`src/rtl/intc_multimode.sv`:
```
// Multi-mode interrupt controller on the 5-bit/8-bit CSR bus.
// Each source has an enable, a pending bit, an edge/level trigger with polarity, and an optional synchronizer.

module intc_mm_chan #(
  parameter int SYNC_STAGES = 2
) (
  input  logic clk,
  input  logic rst,
  input  logic armed,
  input  logic src,
  input  logic typ,
  input  logic pol,
  input  logic mode_chg,
  input  logic w1c,
  output logic ip
);
  logic s, prev_q, prev_d, ip_q, ip_d, edge_hit;

  if (SYNC_STAGES > 0) begin : g_sync
    logic [SYNC_STAGES-1:0] sync_q, sync_d;
    always_comb sync_d = (sync_q << 1) | SYNC_STAGES'(src);
    always_ff @(posedge clk) begin
      if (rst) sync_q <= '0;
      else     sync_q <= sync_d;
    end
    assign s = sync_q[SYNC_STAGES-1];
  end else begin : g_nosync
    assign s = src;
  end

  // prev always tracks s, so neither arming nor a mode change can fake an edge
  always_comb begin
    prev_d   = s;
    edge_hit = armed & (pol ? (s & ~prev_q) : (~s & prev_q));
    ip_d     = ip_q;
    if (mode_chg)      ip_d = 1'b0;
    else if (!typ)     ip_d = armed & (s == pol);
    else if (edge_hit) ip_d = 1'b1;
    else if (w1c)      ip_d = 1'b0;
  end

  always_ff @(posedge clk) begin
    if (rst) begin
      prev_q <= 1'b0;
      ip_q   <= 1'b0;
    end else begin
      prev_q <= prev_d;
      ip_q   <= ip_d;
    end
  end

  assign ip = ip_q;
endmodule

module intc_multimode #(
  parameter logic [4:0]          BASE_ADDR   = 5'h1c,
  parameter int                  NUM_INTS    = 7,
  parameter int                  SYNC_STAGES = 2,
  parameter logic [NUM_INTS-1:0] DFL_TYPE    = '1,
  parameter logic [NUM_INTS-1:0] DFL_POL     = '0,
  parameter logic [NUM_INTS-1:0] DFL_IE      = '0
) (
  input  logic                clk,
  input  logic                rst,
  input  logic [4:0]          csr_a,
  input  logic [7:0]          csr_di,
  input  logic                csr_we,
  output logic [7:0]          csr_do,
  input  logic [NUM_INTS-1:0] int_in,
  output logic                irq
);
  localparam int NB = (NUM_INTS + 7) / 8;
  localparam int NW = NB * 8;
  localparam logic [NW-1:0] VALID = NW'({NUM_INTS{1'b1}});

  logic [5:0]    off;
  logic          hit;
  logic [NW-1:0] ie_q, ie_d, type_q, type_d, pol_q, pol_d;
  logic [NW-1:0] ip, w1c, mode_chg;
  logic          armed_q, armed_d, irq_q, irq_d;

  // Reads reflect pre-write state; unimplemented bits are masked on both paths
  always_comb begin
    off    = {1'b0, csr_a} - {1'b0, BASE_ADDR};
    hit    = (csr_a >= BASE_ADDR) && (off < 6'(4 * NB));
    csr_do = 8'h00;
    ie_d   = ie_q;
    type_d = type_q;
    pol_d  = pol_q;
    w1c    = '0;
    for (int b = 0; b < NB; b++) begin
      if (hit && off[5:2] == 4'(b)) begin
        case (off[1:0])
          2'd0: begin
            csr_do = ie_q[8*b +: 8];
            if (csr_we) ie_d[8*b +: 8] = csr_di;
          end
          2'd1: begin
            csr_do = ip[8*b +: 8];
            if (csr_we) w1c[8*b +: 8] = csr_di;
          end
          2'd2: begin
            csr_do = type_q[8*b +: 8];
            if (csr_we) type_d[8*b +: 8] = csr_di;
          end
          default: begin
            csr_do = pol_q[8*b +: 8];
            if (csr_we) pol_d[8*b +: 8] = csr_di;
          end
        endcase
      end
    end
    ie_d     = ie_d & VALID;
    type_d   = type_d & VALID;
    pol_d    = pol_d & VALID;
    w1c      = w1c & VALID;
    mode_chg = (type_d ^ type_q) | (pol_d ^ pol_q);
    armed_d  = 1'b1;
    irq_d    = |(ip & ie_q);
  end

  always_ff @(posedge clk) begin
    if (rst) begin
      ie_q    <= NW'(DFL_IE);
      type_q  <= NW'(DFL_TYPE);
      pol_q   <= NW'(DFL_POL);
      armed_q <= 1'b0;
      irq_q   <= 1'b0;
    end else begin
      ie_q    <= ie_d;
      type_q  <= type_d;
      pol_q   <= pol_d;
      armed_q <= armed_d;
      irq_q   <= irq_d;
    end
  end

  for (genvar n = 0; n < NW; n++) begin : g_ch
    if (n < NUM_INTS) begin : g_src
      intc_mm_chan #(.SYNC_STAGES(SYNC_STAGES)) u_ch (
        .clk      (clk),
        .rst      (rst),
        .armed    (armed_q),
        .src      (int_in[n]),
        .typ      (type_q[n]),
        .pol      (pol_q[n]),
        .mode_chg (mode_chg[n]),
        .w1c      (w1c[n]),
        .ip       (ip[n])
      );
    end else begin : g_pad
      assign ip[n] = 1'b0;
    end
  end

  assign irq = irq_q;
endmodule
```
`config.mk`:
```
export PLATFORM = sky130hd
export DESIGN_NAME = intc_multimode
export DESIGN_NICKNAME = d
export VERILOG_FILES = /design/src/rtl/intc_multimode.sv
export SDC_FILE = /design/constraint.sdc
export NUM_CORES = 1
export LEC_CHECK = 0
export ABC_AREA = 0
export CORE_MARGIN = 2
export CORE_UTILIZATION = 38
export CTS_BUF_LIST = sky130_fd_sc_hd__clkbuf_8
export DETAILED_ROUTE_END_ITERATION = 8
export GPL_TIMING_DRIVEN = 0
export PLACE_DENSITY_LB_ADDON = 0.12
export SYNTH_ARGS = -nofsm -noshare
export SYNTH_HDL_FRONTEND = slang
export SYNTH_SLANG_ARGS = --single-unit
```
`constraint.sdc`:
```
create_clock -name clk -period 3.9 [get_ports clk]
set_input_delay 1.17 -clock clk [delete_from_list [all_inputs] [get_ports clk]]
set_output_delay 1.17 -clock clk [all_outputs]
set_load 0.1 [all_outputs]
```
==> results of run 1 <==
-- cell usage after synthesis (2+ instances only) --
cell      number
buf_2          4
dfxtp_1       51
nand2_1       15
a221oi_1       7
a22oi_1        2
mux2i_1       21
nor2b_1       34
nor3_1        13
nor2_1        21
a211oi_1      14
clkbuf_1       8
xnor2_1        9
a21o_1         7
a21oi_1       13
o21ai_0        6
-- repair_timing --
action / in CTS / in global routing
pin swaps: 3 / 1
resized for setup: 64 / 0
gates cloned: 0 / 0
buffers inserted: 1 / 0
endpoints found under the setup margin: 7 / 1
-- sequential cells by signal, indices dropped and copies added, names as in the netlist --
signal                         flops
g_ch.g_src.u_ch.g_sync.sync_q     14
g_ch.g_src.u_ch.ip                 7
type_q                             7
g_ch.g_src.u_ch.prev_q             7
irq                                1
pol_q                              7
armed_q                            1
ie_q                               7
-- how the worst max path moves through the flow --
stage | startpoint | end | slack, ns | cells after the start
after floorplan | csr_a[2] | csr_do[0] | -0.14 | 6
after global placement | csr_a[1] | csr_do[4] | -1.54 | 5
after detailed placement | csr_a[1] | csr_do[4] | -1.60 | 5
after CTS | csr_a[2] | csr_do[4] | 0.01 | 7
after global routing | csr_a[2] | csr_do[4] | 0.04 | 7
final | csr_a[2] | csr_do[4] | 0.07 | 7
-- power by group through the flow --
stage | registers, mW | clock network, mW | logic (mW)
floorplan | 0.548 | 0 | 0.0627
global placement | 0.550 | 0 | 0.103
detailed placement | 0.550 | 0 | 0.103
CTS | 0.538 | 0.337 | 0.104
global route | 0.539 | 0.356 | 0.112
finish | 0.538 | 0.328 | 0.103
-- per-layer routing --
| metal | GRT usage (%) | vias up | wire length [µm] |
|---|---|---|---|
| met5 | 0 | - | 0 |
| met4 | 5.08 | 0 | 69 |
| met3 | 3.56 | 6 | 335 |
| met2 | 29.5 | 45 | 2520 |
| met1 | 26.5 | 854 | 2650 |
| li1 | - | 914 | - |
-- cell type report --
type,count,share of cell area (%)
plain buffers,14,3.20
inverters,1,0.130
multi-input cells,176,44.2
well taps,75,3.24
clock buffers,7,3.33
repair buffers,28,10.5
flip-flops and latches,51,35.3
clock inverters,1,0.130
-- cell families (layout without fill, tap and decap cells) --
group                    after synthesis  in the layout  synth area share [%]
AND/OR/NAND/NOR                       93             93                  22.8
AO/OA/AOI/OAI                         51             51                  15.4
flip-flops                            51             51                  45.4
multiplexers                          21             21                  9.34
buffers and inverters                 15             51                  2.89
XOR/XNOR                               9              9                  3.50
adder cells (fa/ha/maj)                1              1                 0.556
other                                  1              1                 0.167
==> flow_metrics.tcl, run 1 <==
set metrics [dict create \
    status "finished, final reports clean" \
    setup_violations 0 \
    fillers 583 \
    path_cells "clkdlybuf4s15_2, and2_4, ha_4, or2_4, clkbuf_16, a211oi_4, buf_12" \
    worstSetupPathType "in2out" \
    grt_first_pass_wirelength_um 9160 \
    final_cell_mix "51 x dfxtp_1, 34 x nor2b_1, 21 x mux2i_1, 21 x nor2_1, 16 x clkdlybuf4s50_1" \
    cts.clk_slew.worst_paths_ns 0.08 \
    cts.sinks 51 \
    core_mm2 0.00582 \
    fin_nets 301 \
    die_height_um 80.9 \
    slowest_stage "ha_4" \
    rsz0062_at_grt "false" \
    insertion_delay_ns 0.30 \
    avgRoutedWirePerCell_um 15.8 \
    holdWs_ns 0.442 \
    htree_num_levels 2 \
    final_hold_viol_count 0 \
    pre_cts_slack_ns -1.60 \
    via_per_inst 5.15 \
    regToRegEndpoint "g_ch[4].g_src.u_ch.ip" \
    stdcell_count 353 \
    period_needed_ns 3.83 \
    finalInstanceArea_mm2 0.00289 \
    vias 1819 \
    initial_core_util_pct 38.7 \
    irDropWorstVdd_mv 0.215 \
    holdPathStages 1 \
    first_global_vias 1763 \
    synth-edff-count 0 \
    ys_seq_elements 51 \
    totalWireLength_um 5570 \
    p_comb_share_pct 10.6 \
    drcViolationCount 0 \
    cp_data_required_time_ns 2.73 \
    final_util_pct 49.7 \
    maxSlewViolCount 0 \
    regArea_mm2 0.00102 \
    multi_input_area_mm2 0.00128 \
    yosysSeqAreaShare_pct 45.4 \
    fin_setup_tns_ns 0 \
    startpoint_type "input port" \
    worst_clock_skew_ns 0.00658 \
    syn_nets 266 \
    die_area_mm2 0.00655 \
    max-slew-margin-rel_pct 35.0 \
    cp-end-kind "output pin" \
    period_share_pct 98.1 \
    io_pins 32 \
    track_usage_pct 18.8 \
    finalPower_mw 0.969 \
    hp-class "reg2reg" \
    first_iter_violations 91 \
    worst_slew_pin_slew_ns 0.972 \
    yosysWarnings 0 \
    overflow 0 \
    netlist_top_cells_area "dfxtp_1 45%, nor2b_1 9.5%, mux2i_1 9.3%" \
    yosysTopAreaCell "dfxtp_1" \
    area_growth_pct 28.6 \
    synth_cell_types 32 \
    swShare_pct 24.1 \
    cts_max_path_buffers 2 \
    holdPathEnd "g_ch[3].g_src.u_ch.g_sync.sync_q[1]" \
    ff2ff_setup_slack_ns 2.76 \
    max-cap-violations 0 \
    grt_max_degree 15 \
    cts_tree "done" \
    num_rows 28 \
    fmax_ghz 0.261 \
    p_switching_mw 0.234 \
    synth.avg_cell_area_um2 9.30 \
    drtAntennaViolNets 0 \
    clkPwrFrac_pct 33.9 \
    grt_antenna_before_repair 0 \
    first_pass_iters 4 \
    hpwl_um 3750 \
    synth_top_area_share_pct 45.4 \
    synth_cells 242 \
    leakage_nw 1.00 \
    drive_above_1_share_pct 14.0 \
    slowest_delay_ns 0.24 \
    cp_max_fo 8 \
    gp_congestion 0.748 \
    die_w_um 80.9 \
    io_buffer_count 27 \
    powerDensity_mw_per_mm2 335 \
    p_seq_share_pct 55.5 \
    dp.cells 344 \
    p_int_mw 0.735 \
    worst-path-buf-inv 3 \
    crit_arrival_ns 2.66 \
    syn_area_mm2 0.00225 \
    cts_buffers 5 \
    min-delay-start "g_ch[3].g_src.u_ch.g_sync.sync_q[0]" \
    cts-root-buf "clkbuf_8" \
    insertedDiodeCount 0 \
    synth-async-reset-ratio_pct 0 \
    layout_commonest_cell "dfxtp_1" \
    synthFlopType "dfxtp_1" \
    postCtsHoldBufs 0 \
    setup_slack_ns 0.0742 \
    postPlaceCellArea_mm2 0.00275 \
    r2r_start "type_q[4]" \
    rr_worst_depth 3 \
    critPathTopFamily "buffers and inverters" \
]
(Power assumes the default switching activity.)
==> inputs of run 2 (changes only) <==
--- a/config.mk
+++ b/config.mk
@@ -12,6 +12,7 @@
 export DETAILED_ROUTE_END_ITERATION = 8
 export GPL_TIMING_DRIVEN = 0
 export PLACE_DENSITY_LB_ADDON = 0.12
+export RECOVER_POWER = 25
 export SYNTH_ARGS = -nofsm -noshare
 export SYNTH_HDL_FRONTEND = slang
 export SYNTH_SLANG_ARGS = --single-unit
==> results of run 2 <==
Same layout as run 1: the final DEF is identical, and so are final timing and power.
